==> src/rtl/mcht_enc_frm.sv <==
// Manchester frame encoder: sync pair, then LEN+1 data bits, then a closing high half.
// A one-deep holding register lets the next frame queue while the current one is on the line.
module mcht_enc_frm #(
  parameter int pMAX_LEN  = 16,
  parameter int pHALF_DIV = 1,
  parameter int pLEN_WID  = $clog2(pMAX_LEN)
) (
  input  logic                CLK_25M,
  input  logic                RST,
  input  logic                IN_VLD,
  output logic                IN_RDY,
  input  logic [pMAX_LEN-1:0] IN_MSG,
  input  logic [pLEN_WID-1:0] IN_LEN,
  input  logic                IN_INV,
  input  logic                IN_MSB,
  output logic                TXD,
  output logic                TXE,
  output logic                BUSY,
  output logic                DONE
);

  localparam int DIV_W = (pHALF_DIV > 1) ? $clog2(pHALF_DIV) : 1;
  localparam logic [DIV_W-1:0]  DIV_LAST = DIV_W'(pHALF_DIV - 1);
  localparam logic [pLEN_WID:0] LEN_CAP  = (pLEN_WID + 1)'(pMAX_LEN - 1);

  typedef enum logic [2:0] {
    S_IDLE  = 3'd0,
    S_SYNC0 = 3'd1,
    S_SYNC1 = 3'd2,
    S_BITA  = 3'd3,
    S_BITB  = 3'd4,
    S_END   = 3'd5
  } state_t;

  state_t              state_q, state_d;
  logic [DIV_W-1:0]    div_q, div_d;
  logic [pLEN_WID-1:0] bit_idx_q, bit_idx_d;
  logic [pLEN_WID-1:0] len_q, len_d;
  logic [pMAX_LEN-1:0] msg_q, msg_d;
  logic                inv_q, inv_d, msb_q, msb_d;
  logic                hold_vld_q, hold_vld_d;
  logic [pMAX_LEN-1:0] hold_msg_q, hold_msg_d;
  logic [pLEN_WID-1:0] hold_len_q, hold_len_d;
  logic                hold_inv_q, hold_inv_d, hold_msb_q, hold_msb_d;
  logic                txd_q, txd_d, txe_q, txe_d, busy_q, busy_d, done_q, done_d;

  logic                wrap_s, accept_s, load_s, cur_bit_s;
  logic [pLEN_WID-1:0] len_in_s, bit_sel_s;

  assign IN_RDY = !hold_vld_q;
  assign TXD    = txd_q;
  assign TXE    = txe_q;
  assign BUSY   = busy_q;
  assign DONE   = done_q;

  // Next-state, holding register and registered line outputs (computed from the next state).
  always_comb begin
    wrap_s   = (div_q == DIV_LAST);
    accept_s = IN_VLD && !hold_vld_q;
    if ({1'b0, IN_LEN} > LEN_CAP) len_in_s = LEN_CAP[pLEN_WID-1:0];
    else                          len_in_s = IN_LEN;

    load_s    = 1'b0;
    state_d   = state_q;
    bit_idx_d = bit_idx_q;
    if (state_q == S_IDLE || wrap_s) div_d = {DIV_W{1'b0}};
    else                             div_d = div_q + 1'b1;

    case (state_q)
      S_IDLE:  if (hold_vld_q) load_s = 1'b1; else state_d = S_IDLE;
      S_SYNC0: if (wrap_s) state_d = S_SYNC1; else state_d = S_SYNC0;
      S_SYNC1: if (wrap_s) state_d = S_BITA;  else state_d = S_SYNC1;
      S_BITA:  if (wrap_s) state_d = S_BITB;  else state_d = S_BITA;
      S_BITB: begin
        if (!wrap_s) begin
          state_d = S_BITB;
        end else if (bit_idx_q < len_q) begin
          bit_idx_d = bit_idx_q + 1'b1;
          state_d   = S_BITA;
        end else begin
          state_d = S_END;
        end
      end
      S_END: begin
        if (!wrap_s)         state_d = S_END;
        else if (hold_vld_q) load_s  = 1'b1;
        else                 state_d = S_IDLE;
      end
      default: state_d = S_IDLE;
    endcase

    if (load_s) begin
      state_d   = S_SYNC0;
      bit_idx_d = {pLEN_WID{1'b0}};
      msg_d     = hold_msg_q;
      len_d     = hold_len_q;
      inv_d     = hold_inv_q;
      msb_d     = hold_msb_q;
    end else begin
      msg_d = msg_q;
      len_d = len_q;
      inv_d = inv_q;
      msb_d = msb_q;
    end

    hold_msg_d = hold_msg_q;
    hold_len_d = hold_len_q;
    hold_inv_d = hold_inv_q;
    hold_msb_d = hold_msb_q;
    if (accept_s) begin
      hold_vld_d = 1'b1;
      hold_msg_d = IN_MSG;
      hold_len_d = len_in_s;
      hold_inv_d = IN_INV;
      hold_msb_d = IN_MSB;
    end else if (load_s) begin
      hold_vld_d = 1'b0;
    end else begin
      hold_vld_d = hold_vld_q;
    end

    if (msb_d) bit_sel_s = len_d - bit_idx_d;
    else       bit_sel_s = bit_idx_d;
    cur_bit_s = msg_d[bit_sel_s];

    case (state_d)
      S_IDLE:  begin txd_d = 1'b1;                txe_d = 1'b0; end
      S_SYNC0: begin txd_d = 1'b0;                txe_d = 1'b1; end
      S_SYNC1: begin txd_d = 1'b1;                txe_d = 1'b1; end
      S_BITA:  begin txd_d = ~cur_bit_s ^ inv_d;  txe_d = 1'b1; end
      S_BITB:  begin txd_d = cur_bit_s ^ inv_d;   txe_d = 1'b1; end
      S_END:   begin txd_d = 1'b1;                txe_d = 1'b0; end
      default: begin txd_d = 1'b1;                txe_d = 1'b0; end
    endcase
    busy_d = (state_d != S_IDLE);
    done_d = (state_q == S_END) && wrap_s;
  end

  // State and output registers; reset aborts any frame and drops the held one.
  always_ff @(posedge CLK_25M or posedge RST) begin
    if (RST) begin
      state_q    <= S_IDLE;
      div_q      <= {DIV_W{1'b0}};
      bit_idx_q  <= {pLEN_WID{1'b0}};
      len_q      <= {pLEN_WID{1'b0}};
      msg_q      <= {pMAX_LEN{1'b0}};
      inv_q      <= 1'b0;
      msb_q      <= 1'b0;
      hold_vld_q <= 1'b0;
      hold_msg_q <= {pMAX_LEN{1'b0}};
      hold_len_q <= {pLEN_WID{1'b0}};
      hold_inv_q <= 1'b0;
      hold_msb_q <= 1'b0;
      txd_q      <= 1'b1;
      txe_q      <= 1'b0;
      busy_q     <= 1'b0;
      done_q     <= 1'b0;
    end else begin
      state_q    <= state_d;
      div_q      <= div_d;
      bit_idx_q  <= bit_idx_d;
      len_q      <= len_d;
      msg_q      <= msg_d;
      inv_q      <= inv_d;
      msb_q      <= msb_d;
      hold_vld_q <= hold_vld_d;
      hold_msg_q <= hold_msg_d;
      hold_len_q <= hold_len_d;
      hold_inv_q <= hold_inv_d;
      hold_msb_q <= hold_msb_d;
      txd_q      <= txd_d;
      txe_q      <= txe_d;
      busy_q     <= busy_d;
      done_q     <= done_d;
    end
  end

endmodule

==> config.mk <==
export PLATFORM = sky130hd
export DESIGN_NAME = mcht_enc_frm
export DESIGN_NICKNAME = d
export VERILOG_FILES = /design/src/rtl/mcht_enc_frm.sv
export SDC_FILE = /design/constraint.sdc
export NUM_CORES = 1
export LEC_CHECK = 0
export CORE_AREA = 2 2 71 73
export DETAILED_ROUTE_END_ITERATION = 10
export DIE_AREA = 0 0 73 75
export PLACE_DENSITY = 0.81
export SYNTH_ARGS = -nofsm -noshare
export SYNTH_HDL_FRONTEND = slang
export SYNTH_SLANG_ARGS = --single-unit
==> constraint.sdc <==
create_clock -name CLK_25M -period 8.33 [get_ports CLK_25M]
set_input_delay 2.0825 -clock CLK_25M [delete_from_list [all_inputs] [get_ports CLK_25M]]
set_output_delay 2.0825 -clock CLK_25M [all_outputs]
set_load 0.01 [all_outputs]
==> results of run 1 <==
state kept, by name (all words and copies together), names as in the netlist:
name and cells:
hold_msg_q 16, msg_q 16, bit_idx_q 4, hold_len_q 4
len_q 4, state_q 3, BUSY 1, DONE 1
TXD 1, TXE 1, div_q 1, hold_inv_q 1
hold_msb_q 1, hold_vld_q 1, inv_q 1, msb_q 1
power breakdown:
part / internal, mW / switching [mW]
logic: 0.302 / 0.288
registers: 0.407 / 0.0645
clock network: 0.165 / 0.106
total: 0.875 / 0.459
worst paths after layout:
| path | startpoint | to | slack (ns) | cells past startpoint |
|---|---|---|---|---|
| hold reg to reg | msg_q[6] | msg_q[6] | 0.50 | 1 |
| setup reg to reg | state_q[0] | TXD | 4.27 | 13 |
| min in group asynchronous | RST | div_q | 2.27 | 3 |
| hold / removal | msg_q[6] | msg_q[6] | 0.50 | 1 |
| max in group asynchronous | RST | hold_msb_q | 5.61 | 3 |
| setup / recovery | state_q[0] | TXD | 4.27 | 13 |
metrics by stage:
step / instance area, sq um / hold WS, ns / worst slack [ns] / power (mW)
floorplan: 2710 / 0.468 / 4.80 / 0.946
detailed placement: 3030 / 0.484 / 4.27 / 1.07
CTS: 3240 / 0.501 / 4.26 / 1.35
finish: 3240 / 0.497 / 4.27 / 1.33
global route: 3240 / 0.513 / 3.90 / 1.44
global placement: 3030 / 0.480 / 4.33 / 1.05
routing by layer:
metal	vias to the layer above	global-route usage, %	share of wire, %
met5	-	0	0
met4	0	9.88	1.6
met3	7	4.42	3.4
met2	31	32.3	50
met1	840	25.5	45
li1	837	-	-
final cells by class:
cell class,instances,area [sq um]
fillers,331,1420
multi-input cells,144,1190
well taps,54,67.6
clock inverters,7,85.1
clock buffers,9,124
inverters,13,48.8
repair buffers,30,298
flip-flops and latches,57,1430
worst register-to-register path: stages (launching register included):
cell and delay, ns:
dfrtp_1 0.48, nor2_1 0.41, nor2_1 0.15, nor2_1 0.51, o21ai_0 0.32, ha_1 0.35
a21o_1 0.17, a21oi_1 0.18, xor2_1 0.17, nand2_1 0.08, xnor2_1 0.19, mux4_2 0.58
xnor2_1 0.15, a211oi_1 0.22
logic make-up (layout without fill, tap and decap cells):
logic type      Yosys count  in the layout  share of synthesized area, %
buf+inv                  21             59                          3.51
other cells               1              1                         0.138
compound gates           32             32                          7.90
xor+xnor                  8              8                          2.59
simple gates             43             43                          7.86
flops                    57             57                          52.7
fa+ha+maj                 8              8                          3.97
mux                      52             52                          21.3
cells in the final DEF, fill, tap and decap left out, types with 2 or more instances in the layout:
cell and count:
nor2_1 10, inv_1 11, nand2b_1 3, bufinv_16 2
ha_1 7, nand2_1 15, o21ai_0 12, o211ai_1 6
mux2i_1 16, xnor2_1 5, inv_2 2, and2_1 2
clkbuf_8 9, a21oi_1 5, nor2b_1 2, mux2_2 35
nor3_1 2, clkdlybuf4s50_1 29, nand3_1 3, clkinv_2 5
dfrtp_1 56, xor2_1 3
==> qor.csv, run 1 <==
stage,metric,value,unit
place,placed cells,298,
yosys,Yosys cell types,40,
route,total number of vias,1715,
place,Final GP Congestion,0.841,
place,Post-DP HPWL,3180,um
clocking,CTS Root Cell,clkbuf_8,
sta,Slew @ Worst Pin,1.13,ns
clocking,Skew-Pair Late Insertion Delay,0.33,ns
flow_run,Max-Cap Viols,0,
route,ANT nets after route,0,
sta,Post-Route Setup TNS,0,ns
yosys,area share of the largest cell type after synthesis,51.8,%
route,Vias per Instance,5.46,
clocking,clock transition at the registers of the reported paths,0.06,ns
critical_path,CP startpoint kind,flop,
yosys,syn avg cell area,12.2,sq um
critical_path,Setup Crit Path Kind,reg2reg,
finish,# nets final,288,
sta,final-report setup violation count,0,
route,drt drc,0,
die,die height,75,um
yosys,YS warnings,0,
clocking,clk sinks,57,
yosys,"FFs w/ async S/R, synth",100,%
outcome,status,finished clean,
route,initial drt markers,79,
yosys,"Top FF cell, synth",dfrtp_1,
critical_path,Worst Path Max Fanout,9,
finish,Ant. Diodes,0,
pwr,leakage,1.47,nW
clocking,hold_buf cts,0,
route,router iterations before antenna repair,4,
yosys,Yosys reg bits,57,
clocking,post-cts repair resize count,0,
clocking,CTS tree,done,
critical_path,crit path max-delay cell type,mux4_2,
critical_path,arrival time at the worst endpoint,4.29,ns
global_route,largest net degree at the start of global routing,58,
yosys,"count leader, synth",dfrtp_1,
global_route,first-pass GRT wire length,8110,um
pwr,Power Dens Cells,412,nW/um^2
clocking,CTS buffer count,9,
critical_path,CP dominant cell by count,nor2_1,
finish,"non-filler cells, final",314,
sta,relative slew slack,24.1,%
critical_path,Critical Path Sink Type,flop,
place,Port Buf Inserts,29,
route,DRT Wirelength,4500,um
sta,fin crit share,48.7,%
clocking,htree depth,3,
critical_path,Worst path top cell family by delay,simple AND/OR/NAND/NOR gates,
critical_path,critical path's largest stage delay,0.58,ns
hold_path,worst hold path class,reg2reg,
die,core area,4660,sq um
critical_path,worst path required time,8.57,ns
sta,Worst Clk Skew,0.00632,ns
die,standard-cell rows,25,
critical_path,Bufs and invs on worst path,0,
global_route,grt ovf,0,
die,Die Footprint,5480,sq um
global_route,initial antenna violation count,0,
pwr,Worst VDD drop,232,uV
yosys,register area share after synthesis,52.7,%
route,routed length per placed instance,14.3,um
yosys,most frequent cells after synthesis,"dfrtp_1, mux2_2, mux2i_1, nand2_1",
clocking,# Post-CTS Setup Buffers,0,
yosys,syn nets,255,
finish,Area growth syn-to-layout,19.6,%
global_route,vias in the first global route,1773,
finish,share of cells above drive strength 1,23.5,%
sta,fmax,247,MHz
finish,fin util,69.5,%
die,Ports,30,
yosys,Synth area leader,dfrtp_1,
global_route,Tot GR Track Use,19.9,%
yosys,cell area after synthesis,2710,sq um
critical_path,CP Cell Sequence,nor2_1 -> nor2_1 -> nor2_1 -> o21ai_0 -> ha_1 -> a21o_1 -> a21oi_1 -> xor2_1 -> nand2_1 -> xnor2_1 -> mux4_2 -> xnor2_1 -> a211oi_1,
yosys,number of flops mapped to enable cells by yosys,0,
die,Die Span X,73,um
yosys,Mapped Cells,222,
die,initial cell density of the core,58.1,%
sta,final hold vios,0,
sta,fin. max-slew vios,0,
yosys,synth top area cells,"dfrtp_1, mux2_2, mux2i_1, ha_1, o21ai_0",
clocking,Bufs on Longest Clock Path,2,
sta,post-layout min period,4.06,ns
sta,RSZ-0062 raised after global routing,false,
Note: power is estimated with default switching activity, not from simulation.
==> run 2: changes to the inputs <==
==> config.mk (replaced) <==
export PLATFORM = sky130hd
export DESIGN_NAME = mcht_enc_frm
export DESIGN_NICKNAME = d
export VERILOG_FILES = /design/src/rtl/mcht_enc_frm.sv
export SDC_FILE = /design/constraint.sdc
export NUM_CORES = 1
export LEC_CHECK = 0
export CORE_AREA = 2 2 77 79
export DETAILED_ROUTE_END_ITERATION = 10
export DIE_AREA = 0 0 79 81
export PLACE_DENSITY = 0.73
export SYNTH_ARGS = -nofsm -noshare
export SYNTH_HDL_FRONTEND = slang
export SYNTH_SLANG_ARGS = --single-unit
==> constraint.sdc (replaced) <==
create_clock -name CLK_25M -period 3.4 [get_ports CLK_25M]
set_input_delay 0.85 -clock CLK_25M [delete_from_list [all_inputs] [get_ports CLK_25M]]
set_output_delay 0.85 -clock CLK_25M [all_outputs]
set_load 0.01 [all_outputs]
==> run 2 against run 1 <==
  * The run now ends with negative setup slack left
  * Hold slack got worse by 0.0033 ns
  * Highest routed layer unchanged
  * Final area increased by 11%
  * Utilization decreased by 6.4 points
  * Register-to-register slack got worse by 4.4 ns
  * Clock-buffer cell count increased by 5
  * Non-clock buffer count increased by 34
  * Critical path depth increased by 2
==> qor.csv, run 2 (synthesis gave the netlist of run 1 again) <==
stage,metric,value,unit,change
die,Die Span X,79,um,+8.2%
die,initial cell density of the core,47.7,%,-10 points
global_route,initial antenna violation count,0,,unchanged
clocking,CTS tree,done,,
pwr,Power Dens Cells,976,nW/um^2,+140%
outcome,failing checks,negative setup slack,,
sta,fin crit share,104,%,+55 points
place,Final GP Congestion,0.850,,+0.97%
sta,RSZ-0062 raised after global routing,true,,
clocking,clock transition at the registers of the reported paths,0.06,ns,about the same
route,drt drc,0,,unchanged
flow_run,Max-Cap Viols,0,,unchanged
sta,final hold vios,0,,unchanged
finish,"non-filler cells, final",369,,+18%
finish,largest registers,"hold_msg_q x16, msg_q x16",,
sta,fin. max-slew vios,0,,unchanged
place,Post-DP HPWL,3840,um,+21%
critical_path,CP Cell Sequence,inv_1 -> ha_4 -> o211ai_1 -> o211ai_1 -> mux2i_1 -> or2_4 -> ha_4 -> a21o_1 -> a21oi_2 -> xor2_1 -> nand2_1 -> xnor2_2 -> mux4_2 -> xnor2_1 -> a211oi_1,,
clocking,hold_buf cts,0,,unchanged
sta,post-layout min period,3.53,ns,-0.531 ns
clocking,Bufs on Longest Clock Path,2,,unchanged
place,Port Buf Inserts,29,,unchanged
critical_path,Setup Crit Path Kind,reg2reg,,
critical_path,worst path required time,3.65,ns,-4.92 ns
global_route,grt ovf,0,,unchanged
finish,share of cells above drive strength 1,35.0,%,+12 points
die,core area,5680,sq um,+22%
die,Die Footprint,6400,sq um,+17%
finish,fin util,63.1,%,-6.4 points
clocking,htree depth,3,,unchanged
sta,Post-Route Setup TNS,-0.126,ns,-0.126 ns
die,standard-cell rows,28,,+12%
critical_path,crit path max-delay cell type,mux4_2,,
pwr,internal power,2.29,mW,+160%
route,routed length per placed instance,13.9,um,-3.2%
finish,"most common cell after layout, fill and taps aside",dfrtp_1,,
critical_path,critical path's largest stage delay,0.56,ns,-0.02 ns
global_route,Tot GR Track Use,18.4,%,-1.6 points
critical_path,Critical Path Sink Type,flop,,
die,Ports,30,,unchanged
route,Vias per Instance,4.99,,-8.6%
route,router iterations before antenna repair,4,,unchanged
pwr,leakage,1.65,nW,+12%
pwr,Switching Share,34.3,%,-0.059 points
finish,"commonest cells after routing, fill and taps aside","dfrtp_1, mux2_2, buf_4",,
critical_path,arrival time at the worst endpoint,3.78,ns,-0.51 ns
route,initial drt markers,68,,-14%
critical_path,CP startpoint kind,flop,,
sta,Worst Clk Skew,0.00689,ns,+0.000576 ns
sta,setup ws final,-0.126,ns,-4.40 ns
finish,# nets final,322,,+12%
pwr,Sw Pwr,1.20,mW,+160%
pwr,Worst VDD drop,443,uV,+91%
pwr,power share of the clock group,17.1,%,-3.3 points
hold_path,worst hold path class,reg2reg,,
pwr,sequential share of power,32.6,%,-2.8 points
pwr,logic gate share of total power,50.3,%,+6.0 points
sta,worst hold slack,0.494,ns,-0.00328 ns
die,die height,81,um,+8.0%
critical_path,Worst Path Max Fanout,4,,-5
route,ANT nets after route,0,,unchanged
global_route,first-pass GRT wire length,8750,um,+7.9%
place,placed cells,348,,+17%
global_route,largest net degree at the start of global routing,23,,-60%
sta,fmax,284,MHz,+15%
global_route,vias in the first global route,1865,,+5.2%
clocking,CTS Root Cell,clkbuf_8,,
route,total number of vias,1842,,+7.4%
sta,final-report setup violation count,1,,+1
outcome,status,finished with violations,,
finish,Area growth syn-to-layout,32.2,%,
clocking,clk sinks,57,,unchanged
finish,Ant. Diodes,0,,unchanged
route,DRT Wirelength,5120,um,+14%
clocking,CTS buffer count,9,,unchanged
clocking,Skew-Pair Late Insertion Delay,0.34,ns,about the same
pwr,"Power, Total",3.49,mW,+160%
## run 2: metrics by stage
stage,setup slack (ns),instance area (sq um)
final,-0.126,3580
after global routing,-0.374,3580
after CTS,-0.125,3550
after detailed placement,-0.169,3310
after global placement,-0.0570,3310
after floorplan,0.00164,2740
## run 2: path summary, 6_finish.rpt
| path | start | end | slack [ns] | cells after the start |
|---|---|---|---|---|
| min | msg_q[3] | msg_q[3] | 0.49 | 1 |
| max | len_q[3] | TXD | -0.13 | 15 |
| max reg2reg | len_q[3] | TXD | -0.13 | 15 |
| max in group asynchronous | RST | TXD | 1.96 | 3 |
| min in group asynchronous | RST | len_q[3] | 0.79 | 2 |
| min reg2reg | msg_q[3] | msg_q[3] | 0.49 | 1 |
## run 2: cell type report
type	count	area (sq um)
timing repair buffer	64	566
multi-input combinational	144	1250
clock inverter	2	10.0
clock buffer	14	183
fill	472	2100
tap	75	93.8
sequential	57	1430
inverter	13	48.8
## run 2: critical path: cells and delay by family, from the launching register on
kind	cells	cell delay (ns)
flip-flops	1	0.35
AND/OR/NAND/NOR	2	0.28
AO/OA/AOI/OAI	5	0.96
multiplexers	2	0.85
buffers and inverters	1	0.07
adder cells (fa/ha/maj)	2	0.46
XOR/XNOR	3	0.44
## run 2: layer usage
layer | part of all wire [%] | GRT usage [%]
met3 | 3.8 | 6.33
met1 | 46 | 23.9
met5 | 0 | 0
met4 | 1.3 | 6.72
met2 | 49 | 28.6
## run 2: what timing repair did
item                       4_1_cts  5_1_grt
pin swaps                        8        5
setup endpoints to repair        1        1
gates resized for setup          3        3
buffers inserted                 3        2
cloned                           0        0
## run 2: power by group through the flow
stage | Sequential (mW) | Combinational [mW] | Clock, mW
5_1_grt | 1.17 | 1.95 | 0.644
3_3_place_gp | 1.14 | 1.68 | 0
6_report | 1.14 | 1.76 | 0.597
2_1_floorplan | 1.10 | 1.26 | 0
4_1_cts | 1.14 | 1.75 | 0.611
3_5_place_dp | 1.15 | 1.71 | 0
